`config.mk`:
```
export PLATFORM = sky130hd
export DESIGN_NAME = pipeline_hazard_ctrl_flat
export DESIGN_NICKNAME = d
export VERILOG_FILES = /design/src/rtl/pipeline_hazard_ctrl_if.sv /design/src/rtl/pipeline_hazard_ctrl.sv /design/src/flat_wrapper.sv
export SDC_FILE = /design/constraint.sdc
export NUM_CORES = 1
export LEC_CHECK = 0
export CAP_MARGIN = 20
export CORE_MARGIN = 4
export CORE_UTILIZATION = 35
export CTS_CLUSTER_DIAMETER = 60
export DETAILED_ROUTE_END_ITERATION = 12
export GPL_ROUTABILITY_DRIVEN = 0
export PLACE_DENSITY_LB_ADDON = 0.3
export SLEW_MARGIN = 20
export SYNTH_ARGS = -nofsm -noshare
export SYNTH_HDL_FRONTEND = slang
export SYNTH_SLANG_ARGS = --single-unit
export TNS_END_PERCENT = 20
```
`constraint.sdc`:
```
create_clock -name clk -period 3.8 [get_ports clk]
set_clock_uncertainty 0.2 [all_clocks]
set_input_delay 0.76 -clock clk [delete_from_list [all_inputs] [get_ports clk]]
set_output_delay 0.76 -clock clk [all_outputs]
set_load 0.1 [all_outputs]
```
`src/rtl/pipeline_hazard_ctrl_if.sv`:
```
// Hazard-controller bundle: ID/EX/MEM control fields and cache status in,
// per-stage bubble/flush, miss status and performance counters out.
interface pipeline_hazard_ctrl_if #(
    parameter int CNT_W = 32
);
    logic [4:0]       rs1_D;
    logic [4:0]       rs2_D;
    logic             rs1_read_D;
    logic             rs2_read_D;
    logic [4:0]       rd_EX;
    logic             cache_read_en_EX;
    logic             br_taken_EX;
    logic             jalr_EX;
    logic             jal_D;
    logic             cache_req_MEM;
    logic             cache_miss;
    logic             cache_ready;

    logic             bubbleF, bubbleD, bubbleE, bubbleM, bubbleW;
    logic             flushF, flushD, flushE, flushM, flushW;
    logic             miss_stall;
    logic             timeout_err;
    logic [CNT_W-1:0] stall_cycles;
    logic [CNT_W-1:0] miss_count;

    // Datapath side: supplies pipeline control state, consumes stall/flush.
    modport master (
        output rs1_D, rs2_D, rs1_read_D, rs2_read_D, rd_EX, cache_read_en_EX,
               br_taken_EX, jalr_EX, jal_D, cache_req_MEM, cache_miss, cache_ready,
        input  bubbleF, bubbleD, bubbleE, bubbleM, bubbleW,
               flushF, flushD, flushE, flushM, flushW,
               miss_stall, timeout_err, stall_cycles, miss_count
    );

    modport slave (
        input  rs1_D, rs2_D, rs1_read_D, rs2_read_D, rd_EX, cache_read_en_EX,
               br_taken_EX, jalr_EX, jal_D, cache_req_MEM, cache_miss, cache_ready,
        output bubbleF, bubbleD, bubbleE, bubbleM, bubbleW,
               flushF, flushD, flushE, flushM, flushW,
               miss_stall, timeout_err, stall_cycles, miss_count
    );
endinterface

```
`src/rtl/pipeline_hazard_ctrl.sv`:
```
// Central stall/flush controller for the 5-stage RV32I pipeline: load-use,
// branch/jump redirect and data-cache miss handling with a timeout watchdog.
module pipeline_hazard_ctrl #(
    parameter int MISS_TIMEOUT = 256,
    parameter int CNT_W        = 32
) (
    input  logic                  clk,
    input  logic                  rst_n,
    pipeline_hazard_ctrl_if.slave hz
);
    localparam int WAIT_W = (MISS_TIMEOUT > 2) ? $clog2(MISS_TIMEOUT) : 1;

    typedef enum logic [1:0] {
        IDLE      = 2'd0,
        MISS_WAIT = 2'd1,
        RESUME    = 2'd2
    } state_t;

    state_t             state_reg;
    logic [WAIT_W-1:0]  wait_cnt_reg;
    logic               timeout_err_reg;
    logic [CNT_W-1:0]   stall_cycles_reg;
    logic [CNT_W-1:0]   miss_count_reg;

    logic               miss_start;
    logic               miss_active;
    logic               redirect;
    logic               load_use;
    logic [1:0]         src_hit;
    logic [1:0][4:0]    src_reg;
    logic [1:0]         src_read;
    // Stage vectors are ordered {F, D, E, M, W}.
    logic [4:0]         bubble_vec;
    logic [4:0]         flush_vec;

    assign src_reg  = {hz.rs2_D, hz.rs1_D};
    assign src_read = {hz.rs2_read_D, hz.rs1_read_D};

    genvar gi;
    generate
        for (gi = 0; gi < 2; gi++) begin : g_src
            assign src_hit[gi] = src_read[gi] & (src_reg[gi] == hz.rd_EX);
        end
    endgenerate

    // A miss arriving in RESUME is deliberately not seen until IDLE.
    assign miss_start  = (state_reg == IDLE) & hz.cache_req_MEM & hz.cache_miss;
    assign miss_active = (state_reg == MISS_WAIT) | miss_start;
    assign redirect    = hz.br_taken_EX | hz.jalr_EX;
    assign load_use    = hz.cache_read_en_EX & (hz.rd_EX != 5'd0) & (|src_hit);

    always_comb begin
        bubble_vec = 5'b00000;
        flush_vec  = 5'b00000;
        if (!rst_n) begin
            flush_vec = 5'b11111;
        end else if (miss_active) begin
            bubble_vec = 5'b11110;
            flush_vec  = 5'b00001;
        end else if (redirect) begin
            flush_vec = 5'b01100;
        end else if (load_use) begin
            bubble_vec = 5'b11000;
            flush_vec  = 5'b00100;
        end else if (hz.jal_D) begin
            flush_vec = 5'b01000;
        end
    end

    always_ff @(posedge clk) begin
        if (!rst_n) begin
            state_reg        <= IDLE;
            wait_cnt_reg     <= '0;
            timeout_err_reg  <= 1'b0;
            stall_cycles_reg <= '0;
            miss_count_reg   <= '0;
        end else begin
            if (|bubble_vec)
                stall_cycles_reg <= stall_cycles_reg + 1'b1;
            case (state_reg)
                IDLE: begin
                    if (miss_start) begin
                        state_reg      <= MISS_WAIT;
                        wait_cnt_reg   <= '0;
                        miss_count_reg <= miss_count_reg + 1'b1;
                    end
                end
                MISS_WAIT: begin
                    if (hz.cache_ready) begin
                        state_reg <= RESUME;
                    end else if (wait_cnt_reg == WAIT_W'(MISS_TIMEOUT - 1)) begin
                        // Counter parks at the limit; the FSM keeps waiting for the refill.
                        timeout_err_reg <= 1'b1;
                    end else begin
                        wait_cnt_reg <= wait_cnt_reg + 1'b1;
                    end
                end
                RESUME:  state_reg <= IDLE;
                default: state_reg <= IDLE;
            endcase
        end
    end

    assign hz.bubbleF      = bubble_vec[4];
    assign hz.bubbleD      = bubble_vec[3];
    assign hz.bubbleE      = bubble_vec[2];
    assign hz.bubbleM      = bubble_vec[1];
    assign hz.bubbleW      = bubble_vec[0];
    assign hz.flushF       = flush_vec[4];
    assign hz.flushD       = flush_vec[3];
    assign hz.flushE       = flush_vec[2];
    assign hz.flushM       = flush_vec[1];
    assign hz.flushW       = flush_vec[0];
    assign hz.miss_stall   = rst_n & miss_active;
    assign hz.timeout_err  = timeout_err_reg;
    assign hz.stall_cycles = stall_cycles_reg;
    assign hz.miss_count   = miss_count_reg;
endmodule

```
`src/flat_wrapper.sv`:
```
// flat-port wrapper written by rule: the top's interface ports become plain ports
module pipeline_hazard_ctrl_flat 
#(
    parameter int MISS_TIMEOUT = 256,
    parameter int CNT_W        = 32
)
  (clk, rst_n, hz_rs1_D, hz_rs2_D, hz_rs1_read_D, hz_rs2_read_D, hz_rd_EX, hz_cache_read_en_EX, hz_br_taken_EX, hz_jalr_EX, hz_jal_D, hz_cache_req_MEM, hz_cache_miss, hz_cache_ready, hz_bubbleF, hz_bubbleD, hz_bubbleE, hz_bubbleM, hz_bubbleW, hz_flushF, hz_flushD, hz_flushE, hz_flushM, hz_flushW, hz_miss_stall, hz_timeout_err, hz_stall_cycles, hz_miss_count);
  pipeline_hazard_ctrl_if #(.CNT_W(CNT_W)) hz_i ();
  input  logic clk;
  input  logic rst_n;
  input wire logic [$bits(hz_i.rs1_D)-1:0] hz_rs1_D;
  input wire logic [$bits(hz_i.rs2_D)-1:0] hz_rs2_D;
  input wire logic [$bits(hz_i.rs1_read_D)-1:0] hz_rs1_read_D;
  input wire logic [$bits(hz_i.rs2_read_D)-1:0] hz_rs2_read_D;
  input wire logic [$bits(hz_i.rd_EX)-1:0] hz_rd_EX;
  input wire logic [$bits(hz_i.cache_read_en_EX)-1:0] hz_cache_read_en_EX;
  input wire logic [$bits(hz_i.br_taken_EX)-1:0] hz_br_taken_EX;
  input wire logic [$bits(hz_i.jalr_EX)-1:0] hz_jalr_EX;
  input wire logic [$bits(hz_i.jal_D)-1:0] hz_jal_D;
  input wire logic [$bits(hz_i.cache_req_MEM)-1:0] hz_cache_req_MEM;
  input wire logic [$bits(hz_i.cache_miss)-1:0] hz_cache_miss;
  input wire logic [$bits(hz_i.cache_ready)-1:0] hz_cache_ready;
  output wire logic [$bits(hz_i.bubbleF)-1:0] hz_bubbleF;
  output wire logic [$bits(hz_i.bubbleD)-1:0] hz_bubbleD;
  output wire logic [$bits(hz_i.bubbleE)-1:0] hz_bubbleE;
  output wire logic [$bits(hz_i.bubbleM)-1:0] hz_bubbleM;
  output wire logic [$bits(hz_i.bubbleW)-1:0] hz_bubbleW;
  output wire logic [$bits(hz_i.flushF)-1:0] hz_flushF;
  output wire logic [$bits(hz_i.flushD)-1:0] hz_flushD;
  output wire logic [$bits(hz_i.flushE)-1:0] hz_flushE;
  output wire logic [$bits(hz_i.flushM)-1:0] hz_flushM;
  output wire logic [$bits(hz_i.flushW)-1:0] hz_flushW;
  output wire logic [$bits(hz_i.miss_stall)-1:0] hz_miss_stall;
  output wire logic [$bits(hz_i.timeout_err)-1:0] hz_timeout_err;
  output wire logic [$bits(hz_i.stall_cycles)-1:0] hz_stall_cycles;
  output wire logic [$bits(hz_i.miss_count)-1:0] hz_miss_count;
  assign hz_i.rs1_D = hz_rs1_D;
  assign hz_i.rs2_D = hz_rs2_D;
  assign hz_i.rs1_read_D = hz_rs1_read_D;
  assign hz_i.rs2_read_D = hz_rs2_read_D;
  assign hz_i.rd_EX = hz_rd_EX;
  assign hz_i.cache_read_en_EX = hz_cache_read_en_EX;
  assign hz_i.br_taken_EX = hz_br_taken_EX;
  assign hz_i.jalr_EX = hz_jalr_EX;
  assign hz_i.jal_D = hz_jal_D;
  assign hz_i.cache_req_MEM = hz_cache_req_MEM;
  assign hz_i.cache_miss = hz_cache_miss;
  assign hz_i.cache_ready = hz_cache_ready;
  assign hz_bubbleF = hz_i.bubbleF;
  assign hz_bubbleD = hz_i.bubbleD;
  assign hz_bubbleE = hz_i.bubbleE;
  assign hz_bubbleM = hz_i.bubbleM;
  assign hz_bubbleW = hz_i.bubbleW;
  assign hz_flushF = hz_i.flushF;
  assign hz_flushD = hz_i.flushD;
  assign hz_flushE = hz_i.flushE;
  assign hz_flushM = hz_i.flushM;
  assign hz_flushW = hz_i.flushW;
  assign hz_miss_stall = hz_i.miss_stall;
  assign hz_timeout_err = hz_i.timeout_err;
  assign hz_stall_cycles = hz_i.stall_cycles;
  assign hz_miss_count = hz_i.miss_count;
  pipeline_hazard_ctrl #(.MISS_TIMEOUT(MISS_TIMEOUT), .CNT_W(CNT_W)) u_core (.clk(clk), .rst_n(rst_n), .hz(hz_i));
endmodule
```
# ---- Yosys cells after proc, flatten, opt, wreduce, memory -nomap -nowiden
# Cells that the tools add are included.
dict set report classes {
  n_addsub 3
  n_eq_ne 8
  n_mux 16
  bitwise 10
  reduce_logical 9
}
# cell n
set op_table {}
lappend op_table {{$add A32 B1 Y32 const B} 2}
lappend op_table {{$mux W5} 8}
lappend op_table {{$mux W8} 3}
lappend op_table {{$pmux W8 S2} 1}
lappend op_table {{$eq A5 B5 Y1} 2}
lappend op_table {{$add A8 B1 Y8 const B} 1}
lappend op_table {{$eq A8 B8 Y1 const B} 1}
lappend op_table {{$and A1 B1 Y1} 7}
lappend op_table {{$ne A2 B2 Y1 const B} 3}
lappend op_table {{$reduce_bool A5 Y1} 1}
lappend op_table {{$reduce_or A5 Y1} 1}
lappend op_table {{$mux W2} 2}
lappend op_table {{$mux W4} 1}
lappend op_table {{$pmux W2 S2} 1}
lappend op_table {{$reduce_and A2 Y1} 2}
lappend op_table {{$reduce_and A4 Y1} 1}
lappend op_table {{$reduce_and A3 Y1} 1}
lappend op_table {{$eq A2 B1 Y1 const B} 1}
lappend op_table {{$logic_not A2 Y1} 1}
lappend op_table {{$ne A2 B1 Y1 const B} 1}
lappend op_table {{$or A1 B1 Y1} 2}
lappend op_table {{$reduce_bool A2 Y1} 1}
lappend op_table {{$reduce_or A2 Y1} 1}
lappend op_table {{$not A1 Y1} 1}
dict set report totals {
  reg_bits 75
  elab_cells 51
}

# ---- Longest topological paths before layout
# Gate-level depths: netlist of the first run.
dict set report logic_depth {
  word_depth 9
  depth_mapped 9
  mapped_depth_nobuf 7
}

# ---- Worst setup path before layout of the first run
# Ideal clock, no wire load.
dict set report synth_path {
  kind {input to output}
  start {in hz_rd_EX[1]}
  end {out hz_flushD}
  arrival_ns 3.479
  required_ns 2.840
  setup_slack_ns -0.639
  path_stages 6
  n_path_buf 1
  cell_sequence {or4_1 o21a_2 a31oi_4 buf_6 inv_6 a21oi_1}
}
dict set report synth_via {
  elab_chain_len 8
  elab_cells_between_ends 12
}
# element line
set synth_rtl {}
lappend synth_rtl {{start, declared} flat_wrapper.sv:15} ;# input wire logic [$bits(hz_i.rd_EX)-1:0] hz_rd_EX;
lappend synth_rtl {{$eq A5 B5 Y1} pipeline_hazard_ctrl.sv:42} ;# assign src_hit[gi] = src_read[gi] & (src_reg[gi] == hz.rd_EX);
lappend synth_rtl {{$and A1 B1 Y1} pipeline_hazard_ctrl.sv:42}
lappend synth_rtl {{$reduce_or A2 Y1} pipeline_hazard_ctrl.sv:50} ;# assign load_use = hz.cache_read_en_EX & (hz.rd_EX != 5'd0) & (|src_hit);
lappend synth_rtl {{$and A1 B1 Y1 (*)} pipeline_hazard_ctrl.sv:50}
lappend synth_rtl {{$mux W5 (*)} pipeline_hazard_ctrl.sv:62} ;# end else if (load_use) begin
lappend synth_rtl {{$mux W5 (*)} pipeline_hazard_ctrl.sv:60} ;# end else if (redirect) begin
lappend synth_rtl {{$mux W5 (*)} pipeline_hazard_ctrl.sv:57} ;# end else if (miss_active) begin
lappend synth_rtl {{$mux W5 (*)} pipeline_hazard_ctrl.sv:55} ;# if (!rst_n) begin
lappend synth_rtl {{end, declared} flat_wrapper.sv:29} ;# output wire logic [$bits(hz_i.flushD)-1:0] hz_flushD;
# Mark *: on every way between the ends. The rest lies on a longest branch, timed or not.

# ---- Worst setup path after layout of the first run
# Same ends and word-level chain as after synthesis.

==> impl_metrics.py, run 1 <==
metrics = {
    "status": {
        "status": "complete, no violations",
    },
    "final_layout": {
        "fin_area_um2": 5100,
        "layout.area.seq_um2": 1500,
        "multi_input_gate_area_um2": 2020,
        "nNetsFinal": 565,
        "layout.filler_cells": 994,
        "n_antenna_cell": 0,
        "post_route_cells_drive_above_1_share": 0.0961,
        "syn_to_final_growth_pct": 38.4,
    },
    "placed_design": {
        "port_buffers": 100,
        "post-place-ws_ps": 169,
        "hpwl_detailed_mm": 6.86,
        "post_dp_area_um2": 4870,
    },
    "timing": {
        "worstMarginPinSlew_ps": 1000,
        "maxSlewHeadroom": 0.329,
        "fin_hold_ws_ps": 283,
        "rsz0062_at_grt": "false",
        "layout_worst_path_cycle_share": 0.954,
        "timing.final.setup_violations": 0,
        "hold_viol_final": 0,
        "layout_min_cycle_time_ps": 3630,
        "fmax_mhz": 276,
        "final.setup.worst_slack_ps": 175,
        "finalMaxSlewViolations": 0,
    },
    "floorplan": {
        "dieWidth_um": 111,
        "fp.dieH_um": 111,
        "placement_rows": 37,
        "dieArea_um2": 12200,
        "initial_utilization": 0.359,
        "area_of_the_core_um2": 10300,
        "top_level_ports": 102,
    },
    "clock_tree": {
        "tritoncts_clock_tree": "built",
        "post_cts_setup_inserts": 0,
        "cts_num_sinks": 75,
        "clkSlewWorstSetupHoldPaths_ps": 70,
        "cts_resized": 0,
        "hold_bufs_at_cts": 0,
        "root_buffer": "sky130_fd_sc_hd__clkbuf_8",
        "clock_tree.htree_level_count": 3,
        "insertion_delay_ps": 340,
        "max-clock-path-buffers": 2,
        "cts-buffers-inserted": 9,
    },
    "power": {
        "irDropWorstVdd_mv": 0.190,
        "static-leakage-power_uw": 0.00167,
        "power_per_cell_area_nw_per_um2": 333,
    },
    "setup_path": {
        "worst_path_dominant_cell_family": "buffers and inverters",
        "reg2reg_slack_ps": 1280,
        "worst-endpoint-arrival_ps": 2670,
        "required_time_reported_for_the_critical_path_endpoint_ps": 2840,
        "worstPathCellList": "clkdlybuf4s50_1 > or4_1 > o21a_2 > a31oi_4 > inv_6 > a21oi_4 > buf_12",
        "critPathSlowestCell": "sky130_fd_sc_hd__or4_1",
        "maximum_fanout_along_the_worst_path": 10,
        "critPathKind": "in -> out",
        "cp-end-kind": "output pin",
        "start_kind": "input port",
        "worstPathBufferInverterCount": 3,
        "critical-path-max-stage-delay_ps": 530,
    },
    "synth": {
        "synth.net_count": 470,
        "synth-main-ff-cell": "sky130_fd_sc_hd__dfxtp_1",
        "syn_inst": 441,
        "ys_top_cells_by_area": "sky130_fd_sc_hd__dfxtp_1 41%, sky130_fd_sc_hd__a21oi_1 5.8%, sky130_fd_sc_hd__xnor2_1 5.0%, sky130_fd_sc_hd__nand2_1 4.5%, sky130_fd_sc_hd__nor2_1 4.2%",
        "yosys_register_bits": 75,
        "synth.yosys.warnings": 0,
        "synth_largest_area_cell": "sky130_fd_sc_hd__dfxtp_1",
        "share_of_synthesized_registers_carrying_an_async_set_or_reset": 0,
        "synth-edff-count": 0,
        "syn_avg_cell_area_um2": 8.36,
        "seq_area_frac_synth": 0.407,
        "synthDominantCellAreaShare": 0.407,
        "synthesis.area_um2": 3680,
        "number_of_distinct_standard_cells_referenced_by_the_synthesized_netlist": 46,
    },
    "route": {
        "viasPerCell": 5.20,
        "detail_route.first_pass.iterations": 4,
        "routed_wirelength_mm": 9.14,
        "routedWlPerCell_um": 13.5,
        "drt.antenna.violating_nets": 0,
        "remaining_drc_errors": 0,
        "first_iter_violations": 163,
        "dr_total_vias": 3521,
    },
    "global_route": {
        "first_global_vias": 3355,
        "gr-total-overflow": 0,
        "initial_antenna_violation_count": 0,
        "grt_max_degree": 39,
        "global_route_total_usage_across_every_layer": 0.150,
        "grt_pass1_wl_mm": 15.6,
    },
    "worst_hold_path": {
        "worstHoldPathType": "reg -> reg",
    },
    "job": {
        "max-cap-violations": 0,
    },
}
-- worst register-to-register path, stage by stage (launching register included) --
cell and delay [ps]:
sky130_fd_sc_hd__dfxtp_1 440, sky130_fd_sc_hd__nand4_1 270, sky130_fd_sc_hd__nor4b_4 460, sky130_fd_sc_hd__nand4_1 460
sky130_fd_sc_hd__or3_1 460, sky130_fd_sc_hd__a21oi_1 160
-- cell type report --
cell class / instances / area share
clock buffers: 11 / 0.0277
clock inverters: 5 / 0.0167
inverters: 10 / 0.00834
multi-input cells: 332 / 0.397
flip-flops and latches: 75 / 0.294
well taps: 136 / 0.0334
repair buffers: 108 / 0.223
-- synth_stat cells, types with 2 or more instances --
cell type                  instances
sky130_fd_sc_hd__buf_2             7
sky130_fd_sc_hd__and4_1            8
sky130_fd_sc_hd__or4_1            10
sky130_fd_sc_hd__a21oi_1          43
sky130_fd_sc_hd__buf_4             8
sky130_fd_sc_hd__o21ai_0          26
sky130_fd_sc_hd__clkbuf_1          8
sky130_fd_sc_hd__o21a_1            3
sky130_fd_sc_hd__dfxtp_1          75
sky130_fd_sc_hd__ha_1              3
sky130_fd_sc_hd__nand4_1          14
sky130_fd_sc_hd__o31ai_1          11
sky130_fd_sc_hd__and3_1            8
sky130_fd_sc_hd__or3_1            23
sky130_fd_sc_hd__nand2_1          44
sky130_fd_sc_hd__nor2_1           41
sky130_fd_sc_hd__o211ai_1          2
sky130_fd_sc_hd__nor3b_1           2
sky130_fd_sc_hd__nand4b_1          3
sky130_fd_sc_hd__and2_1            4
sky130_fd_sc_hd__mux2i_1           3
sky130_fd_sc_hd__nand3_1          23
sky130_fd_sc_hd__xor2_1           15
sky130_fd_sc_hd__xnor2_1          21
sky130_fd_sc_hd__inv_1             9
sky130_fd_sc_hd__nor3_1            7
-- routing by layer --
metal,part of all wire,global-route usage,vias up
li1,-,-,1771
met1,0.43,0.172,1656
met2,0.50,0.268,82
met3,0.051,0.0345,12
met4,0.015,0.0599,0
met5,0,0,-
-- report_power, final --
| group | internal [µW] | total (µW) | switching, µW |
|---|---|---|---|
| registers | 789 | 794 | 4.94 |
| clock network | 392 | 693 | 302 |
| logic | 76.2 | 212 | 136 |
-- cells in the final DEF (no fill, tap or decap), types with 8 or more instances in the layout --
master,netlist,routed
sky130_fd_sc_hd__buf_4,8,14
sky130_fd_sc_hd__clkdlybuf4s50_1,0,85
sky130_fd_sc_hd__and4_1,8,8
sky130_fd_sc_hd__nand3_1,23,23
sky130_fd_sc_hd__clkbuf_8,0,10
sky130_fd_sc_hd__nand4_1,14,14
sky130_fd_sc_hd__xor2_1,15,15
sky130_fd_sc_hd__nor2_1,41,41
sky130_fd_sc_hd__nand2_1,44,44
sky130_fd_sc_hd__and3_1,8,8
sky130_fd_sc_hd__or3_1,23,23
sky130_fd_sc_hd__inv_1,9,8
sky130_fd_sc_hd__o31ai_1,11,11
sky130_fd_sc_hd__dfxtp_1,75,75
sky130_fd_sc_hd__or4_1,10,10
sky130_fd_sc_hd__buf_12,0,9
sky130_fd_sc_hd__o21ai_0,26,26
sky130_fd_sc_hd__xnor2_1,21,21
sky130_fd_sc_hd__a21oi_1,43,42
-- path summary, 6_finish.rpt --
path,start,to,depth (start not counted)
setup / recovery,hz_rd_EX[1],hz_flushD,7
hold / removal,u_core.hz.timeout_err,u_core.hz.timeout_err,2
setup reg to reg,u_core.hz.miss_count[7],u_core.hz.miss_count[23],5
hold reg to reg,u_core.hz.timeout_err,u_core.hz.timeout_err,2
-- metrics by stage --
| stage | instances | total power (µW) | utilization | TNS, ps |
|---|---|---|---|---|
| 3_3_place_gp | 661 | 1020 | 0.474 | 0 |
| 3_5_place_dp | 661 | 1030 | 0.474 | 0 |
| 5_1_grt | 677 | 1770 | 0.496 | 0 |
| 6_report | 677 | 1700 | 0.496 | 0 |
| 2_1_floorplan | 441 | 950 | - | -2.04 |
| 4_1_cts | 677 | 1720 | 0.496 | 0 |
-- cells by family (layout without fill, tap and decap cells) --
logic type               after synthesis  after routing  share of synthesized area
AND/OR/NAND/NOR                      197            197                      0.291
AO/OA/AOI/OAI                         92             92                      0.148
flip-flops                            75             75                      0.407
XOR/XNOR                              36             36                     0.0856
buffers and inverters                 34            134                     0.0486
adder cells (fa/ha/maj)                3              3                     0.0102
multiplexers                           3              3                    0.00815
other                                  1              1                    0.00102
Power figures use the tool's default switching activity.
==> inputs of run 2 (changes only) <==
--- a/config.mk
+++ b/config.mk
@@ -5,6 +5,7 @@
 export SDC_FILE = /design/constraint.sdc
 export NUM_CORES = 1
 export LEC_CHECK = 0
+export ABC_AREA = 0
 export CAP_MARGIN = 20
 export CORE_MARGIN = 4
 export CORE_UTILIZATION = 35
==> results of run 2 <==
Final layout, timing and power as in run 1 (identical DEF).
==> inputs of run 3 (changes only) <==
--- a/config.mk
+++ b/config.mk
@@ -13,7 +13,7 @@
 export DETAILED_ROUTE_END_ITERATION = 12
 export GPL_ROUTABILITY_DRIVEN = 0
 export PLACE_DENSITY_LB_ADDON = 0.3
-export SLEW_MARGIN = 20
+export SETUP_SLACK_MARGIN = 0.1
 export SYNTH_ARGS = -nofsm -noshare
 export SYNTH_HDL_FRONTEND = slang
 export SYNTH_SLANG_ARGS = --single-unit
==> run 3 against run 2 <==
Cell count stayed put. Count of clock-buffer cells in the layout unchanged. Cell area is the same. Global-route usage did not move. Worst hold slack hardly changed. Highest routed layer unchanged.
==> impl_metrics.py, run 3 (synthesized netlist as in run 1, its figures left out) <==
metrics = {
    "floorplan": {
        "fp.dieH_um": 111,
        "area_of_the_core_um2": 10300,
        "placement_rows": 37,
        "initial_utilization": 0.359,
        "top_level_ports": 102,
        "dieWidth_um": 111,
        "dieArea_um2": 12200,
    },
    "setup_path": {
        "start_kind": "input port",
        "maximum_fanout_along_the_worst_path": 10,
        "critPathSlowestCell": "sky130_fd_sc_hd__or4_1",
        "worst_r2r_path_depth": 5,
        "worst-endpoint-arrival_ps": 2640,
        "critPathKind": "in -> out",
        "reg2reg_from": "u_core.hz.miss_count[7]",
        "worst_r2r_dst": "u_core.hz.miss_count[23]",
        "reg2reg_slack_ps": 1280,
        "cp-end-kind": "output pin",
        "required_time_reported_for_the_critical_path_endpoint_ps": 2840,
        "critical-path-max-stage-delay_ps": 530,
        "worstPathCellList": "clkdlybuf4s50_1 > or4_1 > o21a_2 > a31oi_4 > inv_6 > a21oi_4 > buf_12",
    },
    "placed_design": {
        "port_buffers": 100,
        "hpwl_detailed_mm": 6.86,
    },
    "clock_tree": {
        "cts-buffers-inserted": 9,
        "cts_num_sinks": 75,
        "tritoncts_clock_tree": "built",
        "clkSlewWorstSetupHoldPaths_ps": 70,
        "clock_tree.htree_level_count": 3,
        "cts_resized": 0,
        "hold_bufs_at_cts": 0,
        "max-clock-path-buffers": 2,
        "root_buffer": "sky130_fd_sc_hd__clkbuf_8",
        "post_cts_setup_inserts": 0,
        "insertion_delay_ps": 340,
    },
    "global_route": {
        "first_global_vias": 3355,
        "gr-total-overflow": 0,
        "grt_pass1_wl_mm": 15.6,
        "global_route_total_usage_across_every_layer": 0.150,
        "initial_antenna_violation_count": 0,
        "grt_max_degree": 39,
    },
    "worst_hold_path": {
        "worst_hold_path.num_cells": 2,
        "hold_path_startpoint": "u_core.hz.timeout_err",
        "worstHoldPathType": "reg -> reg",
        "hold_path_end": "u_core.hz.timeout_err",
    },
    "power": {
        "static-leakage-power_uw": 0.00167,
        "power_per_cell_area_nw_per_um2": 333,
        "irDropWorstVdd_mv": 0.190,
    },
    "job": {
        "max-cap-violations": 0,
    },
    "timing": {
        "fmax_mhz": 277,
        "layout_min_cycle_time_ps": 3600,
        "maxSlewHeadroom": 0.329,
        "layout_worst_path_cycle_share": 0.949,
        "finalMaxSlewViolations": 0,
        "worstMarginPinSlew_ps": 1000,
        "fin_hold_ws_ps": 283,
        "setup-tns-final_ps": 0,
        "rsz0062_at_grt": "false",
        "timing.final.setup_violations": 0,
        "hold_viol_final": 0,
    },
    "final_layout": {
        "n_antenna_cell": 0,
        "layout.filler_cells": 994,
        "mostFrequentLayoutCell": "sky130_fd_sc_hd__clkdlybuf4s50_1",
        "nNetsFinal": 565,
        "post_route_cells_drive_above_1_share": 0.0961,
        "postLayoutCoreUtil": 0.496,
        "layout_common_cells": "85 x sky130_fd_sc_hd__clkdlybuf4s50_1, 75 x sky130_fd_sc_hd__dfxtp_1, 44 x sky130_fd_sc_hd__nand2_1",
        "syn_to_final_growth_pct": 38.4,
    },
    "route": {
        "routed_wirelength_mm": 9.15,
        "remaining_drc_errors": 0,
        "first_iter_violations": 164,
        "detail_route.first_pass.iterations": 4,
        "viasPerCell": 5.19,
        "routedWlPerCell_um": 13.5,
        "dr_total_vias": 3514,
        "drt.antenna.violating_nets": 0,
    },
    "status": {
        "status": "complete, no violations",
    },
}
[run 3: cell counts in the layout (fill, tap and decap cells not counted)]
Identical to the previous run, type by type.
[run 3: worst max-delay path, delay by kind of cell]
family          cells  cell delay, ps
compound gates      3             600
buf+inv             3             750
simple gates        1             530
[run 3: how the worst max path moves through the flow]
stage,from,to,slack (ps),cells past startpoint
2_1_floorplan,hz_rd_EX[1],hz_flushE,-2,5
5_1_grt,hz_rd_EX[1],hz_flushD,120,7
3_5_place_dp,hz_rd_EX[1],hz_flushD,170,7
4_1_cts,hz_rd_EX[1],hz_flushD,160,7
6_report,hz_rd_EX[1],hz_flushD,200,7
3_3_place_gp,hz_rd_EX[1],hz_flushD,180,7
[run 3: routing by layer]
layer	vias to the layer above	part of all wire	global-route usage
met5	-	0	0
met4	0	0.015	0.0599
met3	12	0.050	0.0345
met2	80	0.50	0.268
met1	1651	0.43	0.172
li1	1771	-	-
[run 3: layout make-up]
type                       count  area, µm²  share of cell area
tap                          136        170              0.0334
clock buffer                  11        141              0.0277
inverter                      10       42.5             0.00834
timing repair buffer         108       1140               0.223
multi-input combinational    332       2020               0.397
sequential                    75       1500               0.294
clock inverter                 5       85.1              0.0167
[run 3: metrics by stage]
| step | setup WS (ps) | cell area, µm² | total power (µW) | cells |
|---|---|---|---|---|
| 2_1_floorplan | -2.04 | 3700 | 950 | 441 |
| 3_3_place_gp | 177 | 4870 | 1020 | 661 |
| 3_5_place_dp | 169 | 4870 | 1030 | 661 |
| 4_1_cts | 162 | 5100 | 1720 | 677 |
| 5_1_grt | 124 | 5100 | 1770 | 677 |
| 6_report | 196 | 5100 | 1700 | 677 |
[run 3: where the power goes]
part	switching, µW	internal [µW]
clock	302	392
sequential	4.94	789
combinational	136	76.3
total	443	1260
